File: config.mk
export PLATFORM = sky130hd
export DESIGN_NAME = minimig_bankmapper_seq
export DESIGN_NICKNAME = d
export VERILOG_FILES = /design/src/rtl/minimig_bankmap_pkg.sv /design/src/rtl/minimig_bankmap_fold.sv /design/src/rtl/minimig_bankmapper_seq.sv
export SDC_FILE = /design/constraint.sdc
export NUM_CORES = 1
export LEC_CHECK = 0
export ABC_AREA = 1
export CAP_MARGIN = 20
export CORE_UTILIZATION = 49
export DETAILED_ROUTE_END_ITERATION = 10
export GPL_ROUTABILITY_DRIVEN = 1
export GPL_TIMING_DRIVEN = 0
export PLACE_DENSITY = 0.94
export SYNTH_ARGS = -nofsm -noshare
export SYNTH_HDL_FRONTEND = slang
export SYNTH_HIERARCHICAL = 1
export SYNTH_SLANG_ARGS = --single-unit
File: constraint.sdc
create_clock -name clk -period 3.1 [get_ports clk]
set_clock_uncertainty 0.1 [all_clocks]
set_input_delay 0.62 -clock clk [delete_from_list [all_inputs] [get_ports clk]]
set_output_delay 0.62 -clock clk [all_outputs]
set_load 0.01 [all_outputs]
File: src/rtl/minimig_bankmap_pkg.sv
// Shared definitions for the Minimig registered bank mapper: FSM states,
// bank field offsets (relative to the top of the chip fold field) and chip size codes.
package minimig_bankmap_pkg;

  typedef enum logic [1:0] {
    ST_IDLE  = 2'd0,
    ST_PEND  = 2'd1,
    ST_APPLY = 2'd2
  } bankmap_state_e;

  // Offsets above the CHIP_BLOCKS-wide fold field in the bank vector
  localparam int unsigned BIT_SLOW    = 0;
  localparam int unsigned BIT_CHIP    = 1;
  localparam int unsigned BIT_KICKEXT = 2;
  localparam int unsigned BIT_KICK    = 3;

  localparam logic [1:0] CHIP_0M5 = 2'b00;
  localparam logic [1:0] CHIP_1M0 = 2'b01;
  localparam logic [1:0] CHIP_1M5 = 2'b10;
  localparam logic [1:0] CHIP_2M0 = 2'b11;

  // Number of active fold slots for a size code; OCS/non-ECS setups see at most 1MB of chip RAM
  function automatic logic [3:0] fold_count(input logic [1:0] size_code, input logic ecs_en,
                                            input int unsigned blocks);
    logic [3:0] n;
    n = 4'(size_code) + 4'd1;
    if (32'(n) > blocks) n = 4'(blocks);
    if (!ecs_en && n > 4'd2) n = 4'd2;
    return n;
  endfunction

endpackage

File: src/rtl/minimig_bankmap_fold.sv
// Combinational chip-select fold: maps CHIP_BLOCKS select lines onto n fold slots,
// aliasing upper blocks only when n is a power of two.
module minimig_bankmap_fold #(
  parameter int unsigned CHIP_BLOCKS = 4
) (
  input  logic [CHIP_BLOCKS-1:0] chip_sel,
  input  logic [3:0]             n,
  output logic [CHIP_BLOCKS-1:0] fold
);

  int unsigned nn;
  int unsigned mask;
  logic        pow2;

  always_comb begin
    nn   = 32'(n);
    mask = nn - 1;
    pow2 = (nn != 0) && ((nn & mask) == 0);
    fold = '0;
    // Output-major form avoids variable bit indexing; slots >= n are never targeted
    for (int unsigned j = 0; j < CHIP_BLOCKS; j++) begin
      for (int unsigned i = 0; i < CHIP_BLOCKS; i++) begin
        if (i < nn) begin
          if (i == j) fold[j] = fold[j] | chip_sel[i];
        end else if (pow2 && ((i & mask) == j)) begin
          fold[j] = fold[j] | chip_sel[i];
        end
      end
    end
  end

endmodule

File: src/rtl/minimig_bankmapper_seq.sv
// Registered chip/slow/ROM bank mapper with idle-deferred configuration changes.
// Optional sticky multi-region select check: define MINIMIG_BANKMAP_CHECK_EN.
module minimig_bankmapper_seq
  import minimig_bankmap_pkg::*;
#(
  parameter int unsigned CHIP_BLOCKS = 4,
  parameter int unsigned SLOW_BLOCKS = 3,
  parameter int unsigned DRAIN_CYC   = 2
) (
  input  logic                   clk,
  input  logic                   reset,
  input  logic                   as,
  input  logic                   bus_idle,
  input  logic [CHIP_BLOCKS-1:0] chip_sel,
  input  logic [SLOW_BLOCKS-1:0] slow_sel,
  input  logic                   kick,
  input  logic                   kickext,
  input  logic                   kick1mb,
  input  logic                   cart,
  input  logic                   ecs,
  input  logic [3:0]             memory_config,
  output logic [CHIP_BLOCKS+3:0] bank,
  output logic                   bank_valid,
  output logic [3:0]             cfg_active,
  output logic                   cfg_pending,
  output logic                   cfg_changed,
  output logic                   sel_err
);

  bankmap_state_e        state, state_next;
  logic [3:0]            cnt, cnt_next;
  logic                  ecs_act;
  logic                  req_differs;
  logic [3:0]            n;
  logic [CHIP_BLOCKS-1:0] fold;
  logic [CHIP_BLOCKS+3:0] bank_map;

  assign req_differs = {memory_config, ecs} != {cfg_active, ecs_act};
  assign n           = fold_count(cfg_active[1:0], ecs_act, CHIP_BLOCKS);
  assign cfg_pending = (state == ST_PEND);

  minimig_bankmap_fold #(.CHIP_BLOCKS(CHIP_BLOCKS)) u_fold (
    .chip_sel (chip_sel),
    .n        (n),
    .fold     (fold)
  );

  always_comb begin
    bank_map                          = '0;
    bank_map[CHIP_BLOCKS-1:0]         = fold;
    bank_map[CHIP_BLOCKS+BIT_SLOW]    = (|slow_sel) | kick1mb | cart;
    bank_map[CHIP_BLOCKS+BIT_CHIP]    = |chip_sel;
    bank_map[CHIP_BLOCKS+BIT_KICKEXT] = kickext;
    bank_map[CHIP_BLOCKS+BIT_KICK]    = kick;
  end

  always_comb begin
    state_next = state;
    cnt_next   = cnt;
    case (state)
      ST_IDLE: begin
        cnt_next = '0;
        if (req_differs) state_next = ST_PEND;
      end
      ST_PEND: begin
        // A reverted request wins over a completed drain
        if (!req_differs) begin
          state_next = ST_IDLE;
          cnt_next   = '0;
        end else begin
          cnt_next = bus_idle ? cnt + 4'd1 : '0;
          if (cnt_next == 4'(DRAIN_CYC)) state_next = ST_APPLY;
        end
      end
      ST_APPLY: begin
        state_next = ST_IDLE;
        cnt_next   = '0;
      end
      default: begin
        state_next = ST_IDLE;
        cnt_next   = '0;
      end
    endcase
  end

  always_ff @(posedge clk) begin
    if (reset) begin
      state <= ST_IDLE;
      cnt   <= '0;
    end else begin
      state <= state_next;
      cnt   <= cnt_next;
    end
  end

  always_ff @(posedge clk) begin
    if (reset) begin
      bank        <= '0;
      bank_valid  <= 1'b0;
      cfg_active  <= '0;
      ecs_act     <= 1'b0;
      cfg_changed <= 1'b0;
    end else begin
      cfg_changed <= (state == ST_APPLY);
      if (state == ST_APPLY) begin
        cfg_active <= memory_config;
        ecs_act    <= ecs;
      end
      if (state == ST_APPLY || !as) begin
        bank       <= '0;
        bank_valid <= 1'b0;
      end else begin
        bank       <= bank_map;
        bank_valid <= 1'b1;
      end
    end
  end

`ifdef MINIMIG_BANKMAP_CHECK_EN
  logic [4:0] regions;
  logic       multi_hit;

  assign regions   = {|chip_sel, |slow_sel, kick, kickext, cart};
  assign multi_hit = (regions & (regions - 5'd1)) != 5'd0;

  always_ff @(posedge clk) begin
    if (reset) sel_err <= 1'b0;
    else if (as && multi_hit) sel_err <= 1'b1;
  end
`else
  assign sel_err = 1'b0;
`endif

endmodule

=== Yosys cells after proc, flatten, opt, wreduce, memory -nomap -nowiden ===
Index checks and enable logic that the tools add are counted.

* Add/sub/neg operators: 3
* $lt $le $gt $ge: 6
* Equal/unequal tests: 9
* Muxes and demuxes: 26
* Bitwise logic cells: 10
* Reductions and logical operators: 24

{| class="wikitable"
|+ Operators by type and width
! operator !! number
|-
| $logic_not A32 Y1 || 4
|-
| $and A4 B32 Y32 || 1
|-
| $mux W1 || 19
|-
| $logic_and A1 B1 Y1 || 10
|-
| $lt A1 B4 Y1 const A || 2
|-
| $lt A2 B4 Y1 const A || 2
|-
| $mux W4 || 2
|-
| $or A1 B1 Y1 || 7
|-
| $eq A2 B2 Y1 const B || 3
|-
| $mux W2 || 3
|-
| $reduce_or A3 Y1 || 2
|-
| $ne A5 B5 Y1 || 1
|-
| $sub A4 B1 Y5 const B || 1
|-
| $add A4 B1 Y4 const B || 1
|-
| $eq A2 B1 Y1 const B || 2
|-
| $eq A4 B2 Y1 const B || 1
|-
| $gt A4 B2 Y1 const B || 1
|-
| $pmux W2 S2 || 1
|-
| $reduce_bool A4 Y1 || 1
|-
| $reduce_or A4 Y1 || 1
|-
| $add A2 B1 Y3 const B || 1
|-
| $gt A3 B3 Y1 const B || 1
|-
| $mux W3 || 1
|-
| $ne A3 B2 Y1 const B || 1
|-
| other kinds (7) || 9
|}

* Register bits after elaboration: 21
* Bits of input ports: 20
* Logic and storage cells: 85

=== Longest topological paths before layout ===
Gate-level depths: netlist of the first run.

* Depth in word-level cells: 21
* Gate-level depth with buffers: 16

=== Modules after synthesis ===
The synthesis of the first run kept the hierarchy.

{| class="wikitable"
|+ Modules (own cells, without submodules)
! module !! instances !! cells each !! area an instance (µm²) !! sequential area each (µm²)
|-
| minimig_bankmapper_seq || 1 || 121 || 902.1 || 420.4
|-
| minimig_bankmap_fold || 1 || 52 || 284.0 || 0.0
|}

=== Worst setup path after synthesis of the first run ===
Ideal clock, no wire load.

* Path type: reg-to-reg
* From: register cfg_active[0]
* To: register bank[0]
* Arrival: 1,929 ps
* Setup slack: 1,005 ps
* Cell stages (with the launch flop): 14
* Clock period less this slack: 2,095 ps
* Cell sequence: dfxtp_1 -> inv_1 -> ha_1 -> or2_2 -> inv_1 -> ha_1 -> inv_1 -> nand2_1 -> nand3_2 -> nor2_4 -> nand3_1 -> nand3_1 -> inv_1 -> nor2_1

* Longest elaborated chain between the ends: 21

{| class="wikitable"
|+ Ends and longest elaborated chain
! item !! RTL line !! RTL
|-
| start: declaration || minimig_bankmapper_seq.sv:24 || <nowiki>output logic [3:0] cfg_active,</nowiki>
|-
| start signal: assignment || minimig_bankmapper_seq.sv:106 || <nowiki>cfg_active <= memory_config;</nowiki>
|-
| $add A2 B1 Y3 * || minimig_bankmap_pkg.sv:26 || <nowiki>n = 4'(size_code) + 4'd1;</nowiki>
|-
| $gt A3 B3 Y1 || minimig_bankmap_pkg.sv:27 || <nowiki>if (32'(n) > blocks) n = 4'(blocks);</nowiki>
|-
| $mux W3 * || minimig_bankmap_pkg.sv:27 ||
|-
| $gt A4 B2 Y1 || minimig_bankmap_pkg.sv:28 || <nowiki>if (!ecs_en && n > 4'd2) n = 4'd2;</nowiki>
|-
| $logic_and A1 B1 Y1 || minimig_bankmap_pkg.sv:28 ||
|-
| $mux W4 * || minimig_bankmap_pkg.sv:28 ||
|-
| named net n[1] || minimig_bankmapper_seq.sv:34 || <nowiki>logic [3:0] n;</nowiki>
|-
| $sub A4 B1 Y5 || minimig_bankmap_fold.sv:17 || <nowiki>mask = nn - 1;</nowiki>
|-
| [7 not listed] || n/a ||
|-
| $mux W1 || minimig_bankmap_fold.sv:23 || <nowiki>if (i < nn) begin</nowiki>
|-
| $or A1 B1 Y1 || minimig_bankmap_fold.sv:26 || <nowiki>fold[j] = fold[j] | chip_sel[i];</nowiki>
|-
| $mux W1 || minimig_bankmap_fold.sv:25 || <nowiki>end else if (pow2 && ((i & mask) == j)) begin</nowiki>
|-
| $mux W1 || minimig_bankmap_fold.sv:23 ||
|-
| $or A1 B1 Y1 || minimig_bankmap_fold.sv:26 ||
|-
| $mux W1 || minimig_bankmap_fold.sv:25 ||
|-
| $mux W1 * || minimig_bankmap_fold.sv:23 ||
|-
| named net bank_map[0] || minimig_bankmapper_seq.sv:36 || <nowiki>logic [CHIP_BLOCKS+3:0] bank_map;</nowiki>
|-
| end signal: assignment || minimig_bankmapper_seq.sv:113 || <nowiki>bank <= bank_map;</nowiki>
|-
| end: declaration || minimig_bankmapper_seq.sv:22 || <nowiki>output logic [CHIP_BLOCKS+3:0] bank,</nowiki>
|}

The timed path passes the listed nets; every way through them passes the cells marked *.
A chain may end at the register's enable or synchronous reset.

=== Worst setup path in the final report of the first run ===
* From: register cfg_active[0]
* To: register bank[1]

* Longest elaborated chain between the ends: 16

{| class="wikitable"
|+ Ends and longest elaborated chain
! item !! RTL line !! RTL
|-
| $add A2 B1 Y3 * || minimig_bankmap_pkg.sv:26 ||
|-
| $gt A3 B3 Y1 || minimig_bankmap_pkg.sv:27 ||
|-
| $mux W3 * || minimig_bankmap_pkg.sv:27 ||
|-
| $gt A4 B2 Y1 || minimig_bankmap_pkg.sv:28 ||
|-
| $logic_and A1 B1 Y1 || minimig_bankmap_pkg.sv:28 ||
|-
| $mux W4 * || minimig_bankmap_pkg.sv:28 ||
|-
| named net n[1] || minimig_bankmapper_seq.sv:34 ||
|-
| $sub A4 B1 Y5 || minimig_bankmap_fold.sv:17 ||
|-
| [2 not listed] || n/a ||
|-
| $logic_and A1 B1 Y1 || minimig_bankmap_fold.sv:18 || <nowiki>pow2 = (nn != 0) && ((nn & mask) == 0);</nowiki>
|-
| $logic_and A1 B1 Y1 || minimig_bankmap_fold.sv:25 ||
|-
| $mux W1 || minimig_bankmap_fold.sv:25 ||
|-
| $mux W1 || minimig_bankmap_fold.sv:23 ||
|-
| $or A1 B1 Y1 || minimig_bankmap_fold.sv:26 ||
|-
| $mux W1 || minimig_bankmap_fold.sv:25 ||
|-
| $mux W1 * || minimig_bankmap_fold.sv:23 ||
|-
| named net bank_map[1] || minimig_bankmapper_seq.sv:36 ||
|}

Marked as above.

==> results of run 1 <==
## routing by layer
metal  routed length [um]  GRT usage (%)
met2                 1141          39.25
met5                    0              0
met1                 1017          20.22
met4                   18          5.556
met3                  115          5.357
## kinds of logic after synthesis
| group | after synthesis | share of synthesized area, % |
|---|---|---|
| AOI/OAI and AO/OA | 9 | 4.957 |
| buffers and inverters | 34 | 12.34 |
| xor gates and xnor gates | 1 | 0.7385 |
| adders and majority gates | 10 | 10.55 |
| other | 1 | 0.3162 |
| and+or+nand+nor | 97 | 35.66 |
| DFF | 21 | 35.44 |
## path summary, 6_finish.rpt
path                                    start       endpoint  slack (ns)
worst min-delay path                    reset  cfg_active[3]        0.40
worst max register to register  cfg_active[0]        bank[1]        0.81
worst max-delay path            cfg_active[0]        bank[1]        0.81
worst min register to register  cfg_active[3]  cfg_active[3]        0.41
## through the flow
step	util (%)	power, mW	instances
after CTS	70.53	0.4916	241
after global placement	69.31	0.3628	237
final	70.53	0.4910	241
after global routing	70.53	0.5146	241
after detailed placement	69.31	0.3648	237
after floorplan	-	0.3221	176
## synth_stat cells
cell      instances
nand2_1          38
nor2_1           32
inv_1            29
dfxtp_1          21
nand3_1          12
ha_1             10
a211oi_1          4
nand2_2           4
buf_6             2
inv_2             2
nand4_1           2
nor2_2            2
nor3_1            2
o21ai_0           2
a21oi_1           1
a21oi_2           1
buf_4             1
conb_1            1
nand3_2           1
nor2_4            1
nor4_1            1
o21ai_1           1
or2_1             1
or2_2             1
xnor2_1           1
## placed cells by master (no fill, tap or decap)
master,Yosys,layout
conb_1,1,4
nand2_1,38,38
buf_4,1,1
or2_1,1,1
o21ai_1,1,1
o21ai_0,2,2
nor2_4,1,1
nand3_1,12,12
nand3_2,1,1
clkbuf_4,0,3
xnor2_1,1,1
nand4_1,2,2
ha_1,10,10
buf_6,2,2
or2_2,1,1
clkdlybuf4s50_1,0,33
inv_2,2,2
nor4_1,1,1
inv_1,29,29
nor2_2,2,2
nor3_1,2,2
a21oi_2,1,1
a211oi_1,4,4
nand2_2,4,4
clkinv_2,0,1
nor2_1,32,32
a21oi_1,1,1
dfxtp_1,21,21
## sequential cells by signal, summed over array words and instances (netlist names)
register,cells
ecs_act,1
cfg_active,4
state,2
bank_valid,1
cfg_changed,1
bank,8
cnt,4
## layout make-up
cell class | instances | area [sq um]
Buffer | 3 | 30.03
Clock buffer | 3 | 22.52
Clock inverter | 1 | 5.005
Fill cell | 188 | 664.4
Inverter | 31 | 116.4
Multi-Input combinational cell | 121 | 630.6
Sequential cell | 21 | 420.4
Tap cell | 28 | 35.03
Timing Repair Buffer | 33 | 330.3
## power by group
group          internal, mW  total [mW]  leakage (nW)  switching, mW
combinational        0.0446      0.0803         0.586         0.0357
sequential            0.276       0.279         0.171        0.00224
clock                0.0482       0.132        0.0177         0.0839
## critical path, stage by stage (launching register included)
cell	delay, ns
dfxtp_1	0.45
inv_1	0.11
ha_1	0.30
or2_2	0.35
inv_1	0.12
ha_1	0.15
inv_1	0.04
nand2_1	0.09
nand2_1	0.06
nor2_1	0.09
nand3_1	0.07
nand2_1	0.08
nand2_1	0.06
nand2_1	0.06
inv_1	0.03
nor2_1	0.08
==> results.toml, run 1 <==
[outcome]
status = "complete, no violations"

[cts]
numCtsBuffers = 3
post_cts_buffers = 0
cts_buffer_depth = 2
ctsHoldBuffers = 0
clock_sinks = 21
cts-htree-levels = 1
postCtsResizedCells = 0
clock_latency_ns = 0.31
cts_root_buffer = "clkbuf_4"
cts_tree = "yes"
path_clk_slew_ns = 0.11

[route]
firstDrtPassIters = 4
drt_iter0_markers = 14
wirelength_um = 2293
avgRoutedWirePerCell_um = 9.515
vias = 1119
final_antenna_net_count = 0
vias_per_cell = 4.643
drc = 0

[yosys]
syn_inst = 173
synth_top_area_share_pct = 35.44
ys_ff_latch = 21
syn_area_sq_um = 1186
ys.warnings.count = 6
yosysTopAreaCell = "dfxtp_1"
avgSynthCellArea_sq_um = 6.856
synth_cell_type_count = 25
yosysSeqAreaShare_pct = 35.44
synth.top_cells.by_area = "dfxtp_1 35%, nand2_1 12%, ha_1 11%"

[floorplanning]
die_h_um = 51.20
core_sq_um = 2255
io-pin-count = 36
fp-row-count = 17
start_util_pct = 52.61
die-area_sq_um = 2621
chipWidth_um = 51.20

[grt]
first_global_vias = 1024
antenna_found_initial = 0
grt_pass1_wl_um = 3884
globalRouteOverflowTotal = 0
grt_util_all_layers_pct = 20.01
grt_max_degree = 13

[sta]
timing_hold_violations_final = 0
setup_viol = 0
hold_slack_ns = 0.3976
rsz0062_at_grt = "no"
fin_crit_sh_pct = 73.95
drv_slew = 0
fin_crit_ns = 2.293
setup_slack_ns = 0.8074
fin_tns_setup_ns = 0
fmax_ghz = 0.4362

[layout]
antennaDiodeCount = 0
drive_gt1_share_pct = 8.920
stdcell_area_sq_um = 1590
area_delta_synth_final_pct = 34.07
nets = 244

[place]
hpwl_um = 1817
portBuffers = 33
gp_congestion = 0.8452
dp_slack_ns = 0.8621
dpl_cell_area_sq_um = 1563

[min_path]
hold_path_depth = 2
min_path_type = "input port to flop"

[setup_path]
reg2reg_depth = 15
cp.required_ns = 3.25
path_class = "flop to flop"
crit_path_end_kind = "flop"
worst-path-max-fanout = 6
cp.arrival_ns = 2.45
critical_path.startpoint_type = "flop"

[job]
maxCapViolations = 0

[pwr]
leakage_nw = 0.7746
power.density_nw_per_um2 = 308.7
vdd_drop_max_mv = 0.2577
(Power assumes the default switching activity.)
==> run 2: changes to the inputs <==
--- a/config.mk
+++ b/config.mk
@@ -7,11 +7,11 @@
 export LEC_CHECK = 0
 export ABC_AREA = 1
 export CAP_MARGIN = 20
-export CORE_UTILIZATION = 49
+export CORE_UTILIZATION = 46
 export DETAILED_ROUTE_END_ITERATION = 10
 export GPL_ROUTABILITY_DRIVEN = 1
 export GPL_TIMING_DRIVEN = 0
-export PLACE_DENSITY = 0.94
+export PLACE_DENSITY = 0.9
 export SYNTH_ARGS = -nofsm -noshare
 export SYNTH_HDL_FRONTEND = slang
 export SYNTH_HIERARCHICAL = 1
==> constraint.sdc (replaced) <==
create_clock -name clk -period 2.3 [get_ports clk]
set_clock_uncertainty 0.1 [all_clocks]
set_input_delay 0.46 -clock clk [delete_from_list [all_inputs] [get_ports clk]]
set_output_delay 0.46 -clock clk [all_outputs]
set_load 0.01 [all_outputs]
==> results.toml, run 2 (synthesis gave the netlist of run 1 again) <==
[grt]
grt_max_degree = 13
grt_util_all_layers_pct = 17.57
antenna_found_initial = 0
globalRouteOverflowTotal = 0
first_global_vias = 951
grt_pass1_wl_um = 3684

[outcome]
status = "complete, no violations"

[setup_path]
path_cells = "inv_1 > ha_1 > nor3_2 > or2_4 > inv_2 > ha_1 > nand2_2 > nand3_2 > nor2_4 > nand3_1 > nand2_1 > inv_1 > nor2_1"
critical_path.startpoint_type = "flop"
cp.required_ns = 2.43
cp-startpoint = "cfg_active[1]"
cp_slowest_stage_delay_ns = 0.37
path_class = "flop to flop"
slowest_stage = "dfxtp_2"
crit_path_end_kind = "flop"
worst-path-max-fanout = 5
r2r-start = "cfg_active[1]"
cp.arrival_ns = 2.20

[sta]
hold_slack_ns = 0.2550
fin_crit_sh_pct = 89.98
timing_hold_violations_final = 0
setup_viol = 0
setup_slack_ns = 0.2305
rsz0062_at_grt = "no"
fin_crit_ns = 2.070
drv_slew = 0
fmax_ghz = 0.4832
fin_tns_setup_ns = 0

[layout]
antennaDiodeCount = 0
largest_reg_flops = 8
final_cells = 243
mostFrequentLayoutCell = "nand2_1"
drive_gt1_share_pct = 11.74
top_regs = "bank (8), cfg_active (4), cnt (4)"
layout_common_cells = "38 x nand2_1, 33 x clkdlybuf4s50_1, 31 x nor2_1"
largest-register = "bank"
nets = 244
area_delta_synth_final_pct = 35.55

[route]
vias = 1115
final_antenna_net_count = 0
vias_per_cell = 4.588
firstDrtPassIters = 4
wirelength_um = 2175
drt_iter0_markers = 26
drc = 0
avgRoutedWirePerCell_um = 8.951

[floorplanning]
core_sq_um = 2455
start_util_pct = 48.32
io-pin-count = 36
die-area_sq_um = 2786
chipWidth_um = 52.78
die_h_um = 52.78
fp-row-count = 18

[place]
portBuffers = 33
hpwl_um = 1775
dp_slack_ns = 0.06586
dp_cells = 239
gp_congestion = 0.8547

[cts]
ctsHoldBuffers = 0
cts_root_buffer = "clkbuf_4"
clock_sinks = 21
clock_latency_ns = 0.29
path_clk_slew_ns = 0.11
numCtsBuffers = 3
cts_tree = "yes"
cts_buffer_depth = 2
cts-htree-levels = 1

[min_path]
min_path_type = "input port to flop"
hold_start = "reset"

[pwr]
vdd_drop_max_mv = 0.3780
leakage_nw = 0.7784
power.density_nw_per_um2 = 404.6

[job]
maxCapViolations = 0
run 2: cell counts in the layout (fill, tap and decap cells not counted):
No cell type changed its count.
run 2: layout make-up:
class	instances	area [sq um]
Multi-Input combinational cell	121	640.6
Tap cell	30	37.54
Fill cell	205	847.1
Timing Repair Buffer	33	330.3
Inverter	31	116.4
Clock inverter	1	5.005
Buffer	3	30.03
Sequential cell	21	425.4
Clock buffer	3	22.52
run 2: final timing paths:
kind / end / slack, ns / cells past startpoint
max: bank[2] / 0.23 / 13
min: cfg_active[0] / 0.25 / 2
max reg2reg: bank[2] / 0.23 / 13
min reg2reg: cfg_active[3] / 0.41 / 2
run 2: timing repair:
item,CTS,global route
resized for setup,0,8
endpoints found under the setup margin,0,3
buffers inserted,0,0
run 2: where the power goes:
| part | switching, mW | internal [mW] | total (mW) |
|---|---|---|---|
| Combinational | 0.0480 | 0.0602 | 0.108 |
| Clock | 0.104 | 0.0645 | 0.168 |
| Sequential | 0.00303 | 0.371 | 0.374 |
run 2: critical path: cells and delay by family, from the launching register on:
family / cells / cell delay [ns]
simple gates: 8 / 0.96
fa+ha+maj: 2 / 0.40
flops: 1 / 0.37
buf+inv: 3 / 0.17
run 2: per-stage QoR:
step | power (mW) | cell area (sq um) | util (%)
floorplan | 0.4342 | 1197 | -
global placement | 0.4895 | 1565 | 63.76
detailed placement | 0.4911 | 1565 | 63.76
CTS | 0.6591 | 1593 | 64.88
global route | 0.6896 | 1608 | 65.49
finish | 0.6505 | 1608 | 65.49
run 2: per-layer routing:
metal	wire length, um	GRT usage [%]	share of wire [%]
met1	997	22.16	46
met2	1059	31.43	49
met3	99	2.029	4.6
met4	19	3.947	0.87
met5	0	0	0
==> run 3: changes to the inputs <==
--- a/config.mk
+++ b/config.mk
@@ -7,11 +7,11 @@
 export LEC_CHECK = 0
 export ABC_AREA = 1
 export CAP_MARGIN = 20
-export CORE_UTILIZATION = 46
+export CORE_UTILIZATION = 41
 export DETAILED_ROUTE_END_ITERATION = 10
-export GPL_ROUTABILITY_DRIVEN = 1
 export GPL_TIMING_DRIVEN = 0
-export PLACE_DENSITY = 0.9
+export PLACE_DENSITY = 0.85
+export SKIP_CTS_REPAIR_TIMING = 1
 export SYNTH_ARGS = -nofsm -noshare
 export SYNTH_HDL_FRONTEND = slang
 export SYNTH_HIERARCHICAL = 1
==> constraint.sdc (replaced) <==
create_clock -name clk -period 1.8 [get_ports clk]
set_clock_uncertainty 0.1 [all_clocks]
set_input_delay 0.36 -clock clk [delete_from_list [all_inputs] [get_ports clk]]
set_output_delay 0.36 -clock clk [all_outputs]
set_load 0.01 [all_outputs]
==> results.toml, run 3 (synthesis gave the netlist of run 1 again) <==
[outcome]
status = "finished with violations"
violations = "setup timing"

[grt]
antenna_found_initial = 0
first_global_vias = 959
grt_util_all_layers_pct = 15.35
grt_pass1_wl_um = 3788
grt_max_degree = 12
globalRouteOverflowTotal = 0

[cts]
numCtsBuffers = 3
path_clk_slew_ns = 0.11
cts-htree-levels = 1
clock_sinks = 21
cts_buffer_depth = 2
clock_latency_ns = 0.30
cts_root_buffer = "clkbuf_4"
cts_tree = "yes"

[floorplanning]
fp-row-count = 19
die_h_um = 55.79
core_sq_um = 2758
chipWidth_um = 55.79
start_util_pct = 43.01
die-area_sq_um = 3112
io-pin-count = 36

[setup_path]
cp_slowest_stage_delay_ns = 0.40
worst-path-max-fanout = 5
path_cells = "inv_6 > ha_4 > nor3_4 > or2_4 > inv_4 > ha_4 > nand2_2 > nand3_4 > nor2_4 > nand3_2 > nand3_1 > inv_1 > nor2_1"
crit_path_frequent_cell = "ha_4"
slowest_stage = "dfxtp_4"
cp.required_ns = 1.95
path_class = "flop to flop"
critical_path.startpoint_type = "flop"
cp.arrival_ns = 2.07
crit_path_end_kind = "flop"
reg2reg_slack_ns = -0.12

[place]
dp_cells = 240
portBuffers = 33
hpwl_um = 1788
gp_congestion = 0.8417
dpl_cell_area_sq_um = 1645
dp_slack_ns = -0.1871

[sta]
timing_hold_violations_final = 0
setup_viol = 3
fmax_ghz = 0.5204
fin_crit_sh_pct = 106.8
fin_crit_ns = 1.922
drv_slew = 0
rsz0062_at_grt = "yes"
setup_slack_ns = -0.1217
fin_tns_setup_ns = -0.3499

[layout]
layout_common_cells = "36 x nand2_1, 32 x clkdlybuf4s50_1, 31 x nor2_1"
antennaDiodeCount = 0
stdcell_area_sq_um = 1742
mostFrequentLayoutCell = "nand2_1"
drive_gt1_share_pct = 17.97
nets = 248
largest-register = "bank"
top_regs = "bank (8), cfg_active (4), cnt (4)"
largest_reg_flops = 8
final_cells = 248
area_delta_synth_final_pct = 46.84
fin_util_pct = 63.16

[route]
top_layer_used = "met4"
met3_length_um = 165
dr_wl_met2_um = 1112
wirelength_um = 2304
firstDrtPassIters = 4
wl_met1_um = 1014
drt_iter0_markers = 25
vias = 1147
drc = 0
avgRoutedWirePerCell_um = 9.290
vias_per_cell = 4.625
final_antenna_net_count = 0

[pwr]
vdd_drop_max_mv = 0.6865
power.density_nw_per_um2 = 480.4
leakage_nw = 0.8149

[job]
maxCapViolations = 0

[min_path]
min_path_type = "input port to flop"
-- run 3: changes by cell type in the layout (fill, tap and decap cells not counted), moves of 2 or more --
cell,change
inv_1,-4
ha_4,+4
nand2_1,-2
ha_1,-4
buf_4,+4
inv_4,+4
-- run 3: layer usage --
metal  vias up  global-route usage (%)
li1        613                       -
met1       496                   16.35
met2        36                   27.37
met3         2                   5.581
met4         0                   6.071
met5         -                       0
-- run 3: worst max-delay path, delay by kind of cell, from the launching register on --
family                   cells  cell delay (ns)
adder cells (fa/ha/maj)      2             0.30
buffers and inverters        3             0.14
AND/OR/NAND/NOR              8             0.91
flip-flops                   1             0.40
-- run 3: final cells by class --
type                    count  area [sq um]
clock buffers               4         26.28
flip-flops and latches     21         427.9
plain buffers               3         30.03
multi-input cells         121         724.4
well taps                  31         38.79
inverters                  31         131.4
repair buffers             37         362.8
fillers                   251          1016
-- run 3: through the flow --
stage,hold WS [ns],power [mW]
global route,0.1401,0.8770
floorplan,0.3722,0.5523
CTS,0.1368,0.8441
finish,0.1412,0.8367
detailed placement,0.3937,0.6244
global placement,0.3831,0.6230
-- run 3: path summary, 6_finish.rpt --
path	start	cells past startpoint	end
max	cfg_active[1]	13	bank[0]
min	reset	2	cfg_active[3]
max reg2reg	cfg_active[1]	13	bank[0]
min reg2reg	cfg_active[3]	2	cfg_active[3]
-- run 3: power breakdown --
part           internal (mW)  switching, mW  leakage [nW]
Sequential             0.473        0.00369         0.173
Clock                 0.0864          0.135        0.0150
Combinational         0.0779         0.0612         0.627
Total                  0.637          0.200         0.815
